File: config.mk
export PLATFORM = sky130hd
export DESIGN_NAME = muldiv_seq_flat
export DESIGN_NICKNAME = d
export VERILOG_FILES = /design/src/rtl/muldiv_seq_if.sv /design/src/rtl/muldiv_seq.sv /design/src/flat_wrapper.sv
export SDC_FILE = /design/constraint.sdc
export NUM_CORES = 1
export LEC_CHECK = 0
export CORE_UTILIZATION = 55
export DETAILED_ROUTE_END_ITERATION = 16
export PLACE_DENSITY_LB_ADDON = 0.12
export SLEW_MARGIN = 20
export SYNTH_ARGS = -nofsm -noshare
export SYNTH_HDL_FRONTEND = slang
export SYNTH_SLANG_ARGS = --single-unit
File: constraint.sdc
create_clock -name clk -period 9.71 [get_ports clk]
set_clock_uncertainty 0.15 [all_clocks]
set_input_delay 1.4565 -clock clk [delete_from_list [all_inputs] [get_ports clk]]
set_output_delay 1.4565 -clock clk [all_outputs]
set_load 0.02 [all_outputs]
File: src/rtl/muldiv_seq_if.sv
// Request/response bundle between the execute-stage controller and the
// iterative multiply/divide sequencer.
interface muldiv_seq_if;
  logic        start;
  logic        kill;
  logic [2:0]  funct3;
  logic [31:0] ReadData1;
  logic [31:0] ReadData2;
  logic        busy;
  logic        done;
  logic [31:0] MulDivResult;

  modport master (
    output start, kill, funct3, ReadData1, ReadData2,
    input  busy, done, MulDivResult
  );

  modport slave (
    input  start, kill, funct3, ReadData1, ReadData2,
    output busy, done, MulDivResult
  );
endinterface

File: src/rtl/muldiv_seq.sv
// Iterative RV32M multiply/divide: radix-2 shift-add multiply and restoring
// divide sharing one 33-bit adder, with sign fix-up in a final FIX cycle.
module muldiv_seq #(
  parameter bit EARLY_OUT = 1'b1
) (
  input logic         clk,
  input logic         rst,
  muldiv_seq_if.slave bus
);

  typedef enum logic [1:0] {StIdle, StCalc, StFix, StDone} state_e;

  state_e      r_state, w_state_d;
  logic [4:0]  r_cnt, w_cnt_d;
  logic [2:0]  r_f3, w_f3_d;
  logic [31:0] r_hi, w_hi_d;
  logic [31:0] r_lo, w_lo_d;
  logic [31:0] r_b, w_b_d;
  logic [31:0] r_result, w_result_d;
  logic        r_neg, w_neg_d;

  // Accept-time decode of the incoming request
  logic        w_is_div, w_is_rem, w_a_signed, w_b_signed, w_a_neg, w_b_neg;
  logic [31:0] w_a_mag, w_b_mag;
  logic        w_div0, w_ovf, w_special, w_res_neg;
  logic [31:0] w_special_res;

  assign w_is_div   = bus.funct3[2];
  assign w_is_rem   = bus.funct3[2] & bus.funct3[1];
  assign w_a_signed = bus.funct3[2] ? ~bus.funct3[0] : (bus.funct3[1:0] != 2'b11);
  assign w_b_signed = bus.funct3[2] ? ~bus.funct3[0] : ~bus.funct3[1];
  assign w_a_neg    = w_a_signed & bus.ReadData1[31];
  assign w_b_neg    = w_b_signed & bus.ReadData2[31];
  assign w_a_mag    = w_a_neg ? (~bus.ReadData1 + 32'd1) : bus.ReadData1;
  assign w_b_mag    = w_b_neg ? (~bus.ReadData2 + 32'd1) : bus.ReadData2;

  assign w_div0     = (bus.ReadData2 == 32'd0);
  assign w_ovf      = w_is_div & ~bus.funct3[0] & (bus.ReadData1 == 32'h8000_0000) &
                      (bus.ReadData2 == 32'hFFFF_FFFF);
  assign w_special  = w_is_div & (w_div0 | w_ovf);
  assign w_special_res = w_div0 ? (w_is_rem ? bus.ReadData1 : 32'hFFFF_FFFF)
                                : (w_is_rem ? 32'd0 : 32'h8000_0000);

  // Divide-by-zero quotient must stay all-ones, so its sign is forced positive
  assign w_res_neg  = w_is_rem ? w_a_neg :
                      w_is_div ? ((w_a_neg ^ w_b_neg) & ~w_div0) : (w_a_neg ^ w_b_neg);

  // Shared adder: add multiplicand, or subtract divisor from the shifted remainder
  logic [32:0] w_shift, w_add_a, w_add_b, w_sum;

  assign w_shift = {r_hi, r_lo[31]};
  assign w_add_a = r_f3[2] ? w_shift : {1'b0, r_hi};
  assign w_add_b = r_f3[2] ? ~{1'b0, r_b} : (r_lo[0] ? {1'b0, r_b} : 33'd0);
  assign w_sum   = w_add_a + w_add_b + {32'd0, r_f3[2]};

  // Sign fix-up; the high-word negate borrows the carry out of the low word
  logic [31:0] w_lo_neg, w_hi_neg, w_lo_sel, w_hi_sel, w_fix;

  assign w_lo_neg = ~r_lo + 32'd1;
  assign w_hi_neg = ~r_hi + {31'd0, r_f3[2] | (r_lo == 32'd0)};
  assign w_lo_sel = r_neg ? w_lo_neg : r_lo;
  assign w_hi_sel = r_neg ? w_hi_neg : r_hi;
  assign w_fix    = r_f3[2] ? (r_f3[1] ? w_hi_sel : w_lo_sel)
                            : ((r_f3[1:0] == 2'b00) ? w_lo_sel : w_hi_sel);

  always_comb begin
    w_state_d  = r_state;
    w_cnt_d    = r_cnt;
    w_f3_d     = r_f3;
    w_hi_d     = r_hi;
    w_lo_d     = r_lo;
    w_b_d      = r_b;
    w_neg_d    = r_neg;
    w_result_d = r_result;

    case (r_state)
      StIdle: begin
        if (bus.start && !bus.kill) begin
          w_f3_d  = bus.funct3;
          w_cnt_d = 5'd0;
          w_neg_d = w_res_neg;
          w_hi_d  = 32'd0;
          w_lo_d  = w_is_div ? w_a_mag : w_b_mag;
          w_b_d   = w_is_div ? w_b_mag : w_a_mag;
          if (EARLY_OUT && w_special) begin
            w_result_d = w_special_res;
            w_state_d  = StDone;
          end else begin
            w_state_d  = StCalc;
          end
        end
      end
      StCalc: begin
        if (bus.kill) begin
          w_state_d = StIdle;
        end else begin
          if (r_f3[2]) begin
            w_hi_d = w_sum[32] ? w_shift[31:0] : w_sum[31:0];
            w_lo_d = {r_lo[30:0], ~w_sum[32]};
          end else begin
            w_hi_d = w_sum[32:1];
            w_lo_d = {w_sum[0], r_lo[31:1]};
          end
          w_cnt_d = r_cnt + 5'd1;
          if (r_cnt == 5'd31) begin
            w_state_d = StFix;
          end
        end
      end
      StFix: begin
        if (bus.kill) begin
          w_state_d = StIdle;
        end else begin
          w_result_d = w_fix;
          w_state_d  = StDone;
        end
      end
      StDone: begin
        w_state_d = StIdle;
      end
      default: begin
        w_state_d = StIdle;
      end
    endcase
  end

  always_ff @(posedge clk or posedge rst) begin
    if (rst) begin
      r_state  <= StIdle;
      r_cnt    <= 5'd0;
      r_f3     <= 3'd0;
      r_hi     <= 32'd0;
      r_lo     <= 32'd0;
      r_b      <= 32'd0;
      r_neg    <= 1'b0;
      r_result <= 32'd0;
    end else begin
      r_state  <= w_state_d;
      r_cnt    <= w_cnt_d;
      r_f3     <= w_f3_d;
      r_hi     <= w_hi_d;
      r_lo     <= w_lo_d;
      r_b      <= w_b_d;
      r_neg    <= w_neg_d;
      r_result <= w_result_d;
    end
  end

  assign bus.busy         = (r_state != StIdle);
  assign bus.done         = (r_state == StDone) & ~bus.kill;
  assign bus.MulDivResult = r_result;

endmodule

File: src/flat_wrapper.sv
// flat-port wrapper written by rule: the top's interface ports become plain ports
module muldiv_seq_flat 
#(
  parameter bit EARLY_OUT = 1'b1
)
  (clk, rst, bus_start, bus_kill, bus_funct3, bus_ReadData1, bus_ReadData2, bus_busy, bus_done, bus_MulDivResult);
  muldiv_seq_if bus_i ();
  input logic clk;
  input logic rst;
  input wire logic [$bits(bus_i.start)-1:0] bus_start;
  input wire logic [$bits(bus_i.kill)-1:0] bus_kill;
  input wire logic [$bits(bus_i.funct3)-1:0] bus_funct3;
  input wire logic [$bits(bus_i.ReadData1)-1:0] bus_ReadData1;
  input wire logic [$bits(bus_i.ReadData2)-1:0] bus_ReadData2;
  output wire logic [$bits(bus_i.busy)-1:0] bus_busy;
  output wire logic [$bits(bus_i.done)-1:0] bus_done;
  output wire logic [$bits(bus_i.MulDivResult)-1:0] bus_MulDivResult;
  assign bus_i.start = bus_start;
  assign bus_i.kill = bus_kill;
  assign bus_i.funct3 = bus_funct3;
  assign bus_i.ReadData1 = bus_ReadData1;
  assign bus_i.ReadData2 = bus_ReadData2;
  assign bus_busy = bus_i.busy;
  assign bus_done = bus_i.done;
  assign bus_MulDivResult = bus_i.MulDivResult;
  muldiv_seq #(.EARLY_OUT(EARLY_OUT)) u_core (.clk(clk), .rst(rst), .bus(bus_i));
endmodule
==> impl_metrics.toml, run 1 <==
[status]
status = "finished clean"

[placed_design]
hpwl_um = 32600
placed_area_um2 = 13900
io_buffers = 104
place_congestion = 0.970
dp_slack_ps = 4150

[clocking]
root_buffer = "clkbuf_16"
cts_resized = 0
clk_pin_slew_ps = 60
clock_path_buffers = 2
clock-sinks = 139
cts_tree = "yes"
cts-buffers-inserted = 17
htreeDepth = 4
clk_latency_ps = 440
cts_setup_buffers = 0
cts_hold_buffers = 0

[synthesis]
netlist_top_cells_area = "dfrtp_1 (27%), o21ai_0 (8.5%), nand2_1 (6.2%)"
synth_edf_count = 0
ys_seq_elements = 139
synthCells = 1647
netlist_area_um2 = 12800
syn_avg_cell_area_um2 = 7.77
yosysTopAreaCell = "dfrtp_1"
async_reset_ff_share_pct = 100
yosys_warnings = 0
yosysTopAreaCellShare_pct = 27.2
ys_seq_area_share_pct = 27.2
ys_types = 71
synth_fp_nets = 1760
yosys_most_used_dff = "dfrtp_1"

[global_route]
grtUsageTotal_pct = 37.1
first_global_vias = 12095
antenna_found_initial = 0
grt_pass1_wl_um = 68400
grt_remaining_overflow = 0
grt_start_max_net_pins = 95

[final_layout]
final_nets = 1777
syn_to_final_growth_pct = 13.4
fin_area_um2 = 14500
antenna_cells = 0
layout_commonest_cell = "o21ai_0"
layout_common_cells = "o21ai_0 (216), nand2_1 (210), dfrtp_1 (138)"
drive_above_1_share_pct = 7.63
fillCellCount = 2040

[drt]
via_per_inst = 6.65
wl_per_cell_um = 22.3
dr.pass1.iters = 6
vias = 13055
wirelength_um = 43700
drtIter0Drc = 1518
drt_drc_violations_left = 0
ant_nets = 0

[setup_path]
reg2reg_slack_ps = 4100
cp-end-kind = "flop"
start_kind = "flop"
worst_r2r_endpoint = "u_core.r_hi[30]"
reg2reg_from = "u_core.r_f3[2]"
critical_path_arrival_ps = 5720
cp-startpoint = "u_core.r_f3[2]"
path_max_fanout = 47
r2r_cells = 16
required_ps = 9820
cp-endpoint = "u_core.r_hi[30]"
path_class = "reg2reg"

[floorplan]
io_pins = 105
core-area_um2 = 22700
rows = 55
dieArea_um2 = 23900
initial_core_util_pct = 56.3
die_x_um = 155
dieHeight_um = 155

[power_and_ir_drop]
leakagePower_nw = 5.77
irDropWorstVdd_v = 0.000142
power_density_nw_per_um2 = 238

[sta]
slew_viol_final = 0
period_share_pct = 57.8
setup_viol = 0
worst_pin_slew_ps = 1060
slew_headroom_pct = 29.0
fin_setup_tns_ps = 0
min_period_ps = 5610
fin_ws_ps = 4100
hold_violations = 0
fmaxAchievable_mhz = 178
rsz0062_at_grt = "no"

[run]
drv_cap = 0

[worst_hold_path]
min_path_type = "reg2reg"
==> synth_stat cells (16+ instances only) <==
library cell and count:
o221ai_1 18, nand3_1 16, o21ai_0 217, dfrtp_1 139
xnor2_1 78, a31oi_1 19, o31ai_1 30, nand2_1 210
nor2_1 130, o211ai_1 19, mux2_2 38, a21oi_1 134
mux2i_1 63, clkbuf_1 104, nor3_1 37, inv_1 24
xor2_1 72, ha_1 40, a22oi_1 30
==> power breakdown <==
part | switching [mW] | internal [mW]
combinational | 1.04 | 0.705
clock | 0.283 | 0.443
sequential | 0.268 | 0.706
total | 1.59 | 1.85
==> state kept, by name, summed over array words and instances, names as in the netlist <==
| name | count |
|---|---|
| u_core.bus.MulDivResult | 32 |
| u_core.r_lo | 32 |
| u_core.r_neg | 1 |
| u_core.r_b | 32 |
| u_core.r_cnt | 5 |
| u_core.r_f3 | 3 |
| u_core.r_hi | 32 |
| u_core.r_state | 2 |
==> logic make-up after synthesis <==
| logic type | synth area share, % |
|---|---|
| buffers and inverters | 4.65 |
| flip-flops | 27.2 |
| adder cells (fa/ha/maj) | 4.22 |
| multiplexers | 8.45 |
| XOR/XNOR | 10.5 |
| AND/OR/NAND/NOR | 18.3 |
| AO/OA/AOI/OAI | 26.7 |
==> worst max-delay path: stages, from the launching register on <==
cell and delay, ps:
dfrtp_2 740, buf_4 690, nor2_2 40, buf_4 250
mux2i_1 310, fa_1 260, inv_1 70, fa_1 430
a211oi_1 320, o211ai_1 180, a31oi_2 460, nor3_1 150
nor4b_4 470, xnor2_2 160, buf_4 390, mux2i_1 240
o21ai_0 90
==> per-stage QoR <==
stage               hold WS, ps  power [mW]  utilization, %  std cells
floorplan                   305        2.18               -       1647
global placement            310        2.65            61.0       1930
detailed placement          320        2.67            61.0       1930
CTS                         334        3.41            63.9       1962
global route                358        3.65            63.9       1962
finish                      325        3.45            63.9       1962
==> how the worst min path moves through the flow <==
stage / from / slack (ps) / endpoint / cells past startpoint
after floorplan: u_core.r_b[12] / 310 / u_core.r_b[12] / 2
after global placement: u_core.bus.MulDivResult[27] / 310 / u_core.bus.MulDivResult[27] / 2
after detailed placement: u_core.bus.MulDivResult[14] / 320 / u_core.bus.MulDivResult[14] / 2
after CTS: u_core.bus.MulDivResult[14] / 330 / u_core.bus.MulDivResult[14] / 2
after global routing: u_core.bus.MulDivResult[2] / 360 / u_core.bus.MulDivResult[2] / 2
final: u_core.bus.MulDivResult[14] / 330 / u_core.bus.MulDivResult[14] / 2
==> per-layer routing <==
metal / vias up / track usage [%] / share of wire, %
met3: 107 / 7.14 / 10
met4: 0 / 13.6 / 3.9
met5: - / 0 / 0
met2: 723 / 58.1 / 44
li1: 6049 / - / -
met1: 6176 / 50.8 / 42
==> layout make-up <==
class	instances	area, µm²	share of cell area, %
inverter	24	95.1	0.655
clock inverter	14	205	1.41
clock buffer	18	439	3.03
tap	285	357	2.46
timing repair buffer	123	1180	8.12
multi-input combinational	1359	8750	60.3
sequential	139	3480	24.0
No activity file was read; power rests on OpenSTA's default activity.
==> inputs of run 2 (changes only) <==
--- a/config.mk
+++ b/config.mk
@@ -5,7 +5,7 @@
 export SDC_FILE = /design/constraint.sdc
 export NUM_CORES = 1
 export LEC_CHECK = 0
-export CORE_UTILIZATION = 55
+export CORE_UTILIZATION = 54
 export DETAILED_ROUTE_END_ITERATION = 16
 export PLACE_DENSITY_LB_ADDON = 0.12
 export SLEW_MARGIN = 20
==> constraint.sdc (replaced) <==
create_clock -name clk -period 4.55 [get_ports clk]
set_clock_uncertainty 0.15 [all_clocks]
set_input_delay 0.6825 -clock clk [delete_from_list [all_inputs] [get_ports clk]]
set_output_delay 0.6825 -clock clk [all_outputs]
set_load 0.02 [all_outputs]
==> run 2 against run 1 <==
Against the previous run:
- combinational power is 130% higher
- hold slack better by 2.3 ps
- sequential share of layout area is 0.57 points lower
- setup slack worse by 3800 ps
- first-iteration DRC count is 9.0% higher
- routed wire length is 6.5% higher
- core utilization is 0.98 points higher
- power is 120% higher
- clock-buffer cell count is 2 higher
- die area is 1.8% higher
- global-route usage is 2.2 points higher
- critical endpoint is now u_core.bus.MulDivResult[27]
- largest cell class unchanged
==> impl_metrics.toml, run 2 (synthesis results as in run 1) <==
[placed_design]
place_congestion = 1.01
dp_slack_ps = 194
placed_area_um2 = 14200
io_buffers = 104
hpwl_um = 35800

[final_layout]
drive_above_1_share_pct = 9.80
fin_util_pct = 64.9
syn_to_final_growth_pct = 16.2
final_nets = 1815
layout_commonest_cell = "o21ai_0"
layout_common_cells = "o21ai_0 (216), nand2_1 (210), dfrtp_1 (138)"
fin_area_um2 = 14900

[sta]
period_share_pct = 93.8
hold_violations = 0
worst_pin_slew_ps = 848
rsz0062_at_grt = "no"
fmaxAchievable_mhz = 234
setup_viol = 0
min_period_ps = 4270
fin_ws_ps = 283
slew_viol_final = 0
whs_ps = 327
slew_headroom_pct = 43.0
fin_setup_tns_ps = 0

[global_route]
grt_pass1_wl_um = 72100
antenna_found_initial = 1
grtUsageTotal_pct = 39.2
first_global_vias = 12129
grt_remaining_overflow = 0
grt_start_max_net_pins = 67

[power_and_ir_drop]
power_density_nw_per_um2 = 508
irDropWorstVdd_v = 0.000311
leakagePower_nw = 5.94

[clocking]
cts-buffers-inserted = 17
clk_latency_ps = 440
clk_pin_slew_ps = 70
clock-sinks = 139
cts_tree = "yes"
root_buffer = "clkbuf_16"
htreeDepth = 4
clock_path_buffers = 2

[drt]
dr.pass1.iters = 6
drt_drc_violations_left = 0
via_per_inst = 6.52
wl_per_cell_um = 22.9
ant_nets = 0
vias = 13235
wirelength_um = 46500
drtIter0Drc = 1655

[floorplan]
dieHeight_um = 156
io_pins = 105
die_x_um = 156
rows = 55
dieArea_um2 = 24300
initial_core_util_pct = 55.8
core-area_um2 = 22900

[worst_hold_path]
min_path_type = "reg2reg"

[setup_path]
cp-end-kind = "flop"
critPathMaxStageDelay_ps = 510
path_cells = "inv_1 -> ha_1 -> or3b_2 -> nor4_2 -> nand4_1 -> o41ai_1 -> ha_1 -> nand2b_1 -> nor3_2 -> nand4_1 -> o21ai_0 -> xor2_1 -> o221ai_1 -> o21ai_0 -> o21ai_0"
cp_slowest_cell = "or3b_2"
critical_path_arrival_ps = 4410
required_ps = 4690
path_class = "reg2reg"
critical_path.most_common_cell = "o21ai_0"
path_max_fanout = 4
start_kind = "flop"

[status]
status = "finished clean"

[run]
drv_cap = 0
[run 2: final timing paths]
check	from	end	slack, ps	cells past startpoint
max reg2reg	u_core.r_lo[0]	u_core.bus.MulDivResult[27]	280	15
min	u_core.bus.MulDivResult[11]	u_core.bus.MulDivResult[11]	330	2
min in group asynchronous	rst	u_core.r_lo[7]	520	2
max	u_core.r_lo[0]	u_core.bus.MulDivResult[27]	280	15
min reg2reg	u_core.bus.MulDivResult[11]	u_core.bus.MulDivResult[11]	330	2
max in group asynchronous	rst	u_core.r_f3[2]	2820	3
[run 2: power by group]
part	total, mW	internal (mW)	switching (mW)	leakage [nW]
logic	3.98	1.62	2.36	3.87
registers	2.08	1.51	0.572	1.79
clock network	1.50	0.885	0.615	0.284
total	7.56	4.01	3.54	5.94
[run 2: metal layers]
layer	vias up	part of all wire, %	GRT usage, %
met5	-	0	0
met4	0	4.5	16.5
met3	107	10	8.50
met2	789	42	57.8
met1	6208	43	55.2
li1	6131	-	-
[run 2: what timing repair did]
item,4_1_cts,5_1_grt
setup buffers,0,0
resized for setup,0,3
hold buffers,0,0
endpoints found under the setup margin,0,10
[run 2: through the flow]
stage	std cells	total power [mW]
2_1_floorplan	1647	4.66
3_3_place_gp	1996	5.88
3_5_place_dp	1996	5.93
4_1_cts	2028	7.43
5_1_grt	2028	7.99
6_report	2030	7.56
[run 2: layout make-up]
| type | instances | area, µm² |
|---|---|---|
| diodes | 2 | 5.00 |
| clock buffers | 20 | 447 |
| clock inverters | 12 | 164 |
| fillers | 2056 | 8050 |
| inverters | 24 | 93.8 |
| multi-input cells | 1359 | 8770 |
| flip-flops and latches | 139 | 3480 |
| well taps | 313 | 392 |
| repair buffers | 161 | 1510 |
[run 2: worst max-delay path: cells and delay by family, from the launching register on]
family	cells	cell delay, ps
xor gates and xnor gates	1	210
buffers and inverters	1	130
AOI/OAI and AO/OA	5	1150
adders and majority gates	2	390
DFF	1	380
and+or+nand+nor	6	1710
==> inputs of run 3 (changes only) <==
--- a/config.mk
+++ b/config.mk
@@ -5,6 +5,7 @@
 export SDC_FILE = /design/constraint.sdc
 export NUM_CORES = 1
 export LEC_CHECK = 0
+export CORE_MARGIN = 2
 export CORE_UTILIZATION = 54
 export DETAILED_ROUTE_END_ITERATION = 16
 export PLACE_DENSITY_LB_ADDON = 0.12
==> run 3 against run 2 <==
Against the previous run:
- clock-buffer cell count fell by 1
- cell count fell by 0.44%
- via count down 1.2%
- core utilization shrank 1.3 points
- global-route usage fell by 1.8 points
- clock power increased by 5%
- die area rose by 2.6%
- first-iteration DRC count fell by 5.0%
- power increased by 0.59%
- sequential power is essentially flat
- fmax down 1.0%
- sequential cell count stayed put
- critical path type unchanged
==> impl_metrics.toml, run 3 (synthesis results as in run 1) <==
[status]
status = "finished clean"

[drt]
drt_drc_violations_left = 0
wl_per_cell_um = 22.9
wirelength_um = 46200
dr.pass1.iters = 7
ant_nets = 0
drtIter0Drc = 1572
vias = 13077
via_per_inst = 6.47

[sta]
hold_violations = 0
min_period_ps = 4310
rsz0062_at_grt = "no"
slew_headroom_pct = 25.4
fmaxAchievable_mhz = 232
period_share_pct = 94.8
fin_setup_tns_ps = 0
slew_viol_final = 0
setup_viol = 0
worst_pin_slew_ps = 1120
whs_ps = 323

[floorplan]
initial_core_util_pct = 54.8
dieArea_um2 = 24900
rows = 56
die_x_um = 158
dieHeight_um = 158
core-area_um2 = 23300
io_pins = 105

[final_layout]
syn_to_final_growth_pct = 16.0
seq_area_um2 = 3480
final_nets = 1802
layout_common_cells = "o21ai_0 (215), nand2_1 (210), dfrtp_1 (138)"
antenna_cells = 0
stdcell_count = 2021
layout_commonest_cell = "o21ai_0"
multiInputGateArea_um2 = 8790
fin_util_pct = 63.6
drive_above_1_share_pct = 9.28
fillCellCount = 2101

[power_and_ir_drop]
power_density_nw_per_um2 = 512
switching_power_mw = 3.51
combPwrFrac_pct = 51.4
p_sw_share_pct = 46.1
irDropWorstVdd_v = 0.000284
seq_power_share_pct = 27.7
leakagePower_nw = 5.91
clockPowerShare_pct = 20.8
p_int_mw = 4.09

[worst_hold_path]
min_path_type = "reg2reg"
min_delay_path_depth = 2
hold_path_end = "u_core.bus.MulDivResult[25]"
hold_start = "u_core.bus.MulDivResult[25]"

[placed_design]
io_buffers = 104
place_congestion = 0.997
placed_cells = 1989
hpwl_um = 35000

[clocking]
clk_latency_ps = 430
cts_setup_buffers = 0
clk_pin_slew_ps = 60
htreeDepth = 4
root_buffer = "clkbuf_16"
cts_tree = "yes"
cts_hold_buffers = 0
cts_resized = 0
clock_path_buffers = 2
clock-sinks = 139
cts-buffers-inserted = 17

[global_route]
met2_usage_pct = 56.4
grt_remaining_overflow = 0
grt_pass1_wl_um = 70900
grt_use_met1_pct = 54.0
grt_start_max_net_pins = 80
grt_busiest_layer = "met2"
grt_util_met3_pct = 5.80
antenna_found_initial = 0
grtUsageTotal_pct = 37.5
first_global_vias = 11886

[setup_path]
required_ps = 4700
r2r_cells = 13
reg2reg_slack_ps = 240
worst_r2r_endpoint = "u_core.r_hi[1]"
path_max_fanout = 27
cp-end-kind = "flop"
path_class = "reg2reg"
start_kind = "flop"
critical_path_arrival_ps = 4460
reg2reg_from = "u_core.r_f3[2]"

[run]
drv_cap = 0
run 3: how the worst max path moves through the flow:
| stage | start | end | slack, ps | cells past startpoint |
|---|---|---|---|---|
| global route | u_core.r_f3[2] | u_core.r_hi[1] | 30 | 13 |
| floorplan | u_core.r_f3[2] | u_core.r_lo[0] | 100 | 17 |
| finish | u_core.r_f3[2] | u_core.r_hi[1] | 240 | 13 |
| CTS | u_core.r_lo[0] | u_core.bus.MulDivResult[26] | 30 | 15 |
| detailed placement | u_core.r_lo[0] | u_core.bus.MulDivResult[26] | 80 | 15 |
| global placement | bus_ReadData1[18] | u_core.bus.MulDivResult[31] | 240 | 9 |
run 3: stage by stage:
step / power, mW / setup WS (ps) / area (µm²)
finish: 7.60 / 238 / 14800
global route: 8.02 / 33.5 / 14800
CTS: 7.46 / 32.7 / 14800
detailed placement: 5.87 / 84.1 / 14100
global placement: 5.83 / 238 / 14100
floorplan: 4.66 / 98.0 / 12800
run 3: area by class of cell:
class | count | share of cell area [%]
multi-input cells | 1359 | 59.2
repair buffers | 148 | 9.55
inverters | 24 | 0.633
flip-flops and latches | 139 | 23.5
well taps | 319 | 2.69
clock buffers | 19 | 2.99
clock inverters | 13 | 1.44
run 3: power by group through the flow:
| stage | logic [mW] | registers (mW) | clock network [mW] |
|---|---|---|---|
| floorplan | 2.91 | 1.75 | 0 |
| global route | 4.25 | 2.13 | 1.64 |
| detailed placement | 3.79 | 2.09 | 0 |
| CTS | 3.81 | 2.07 | 1.58 |
| global placement | 3.75 | 2.08 | 0 |
| finish | 3.91 | 2.11 | 1.58 |
run 3: worst max-delay path, cell delays in order (launching register included):
cell	delay [ps]
dfrtp_2	660
buf_4	430
mux2_2	380
ha_1	430
a21o_1	240
a31oi_1	100
o41a_1	390
a21boi_0	340
nor4b_4	90
buf_4	180
xnor2_2	170
buf_12	220
mux2i_1	260
o21ai_0	100
run 3: metal layers:
| layer | part of all wire [%] | routed length [µm] |
|---|---|---|
| met1 | 43 | 20100 |
| met2 | 43 | 20000 |
| met3 | 9.6 | 4450 |
| met4 | 3.6 | 1660 |
| met5 | 0.084 | 39 |
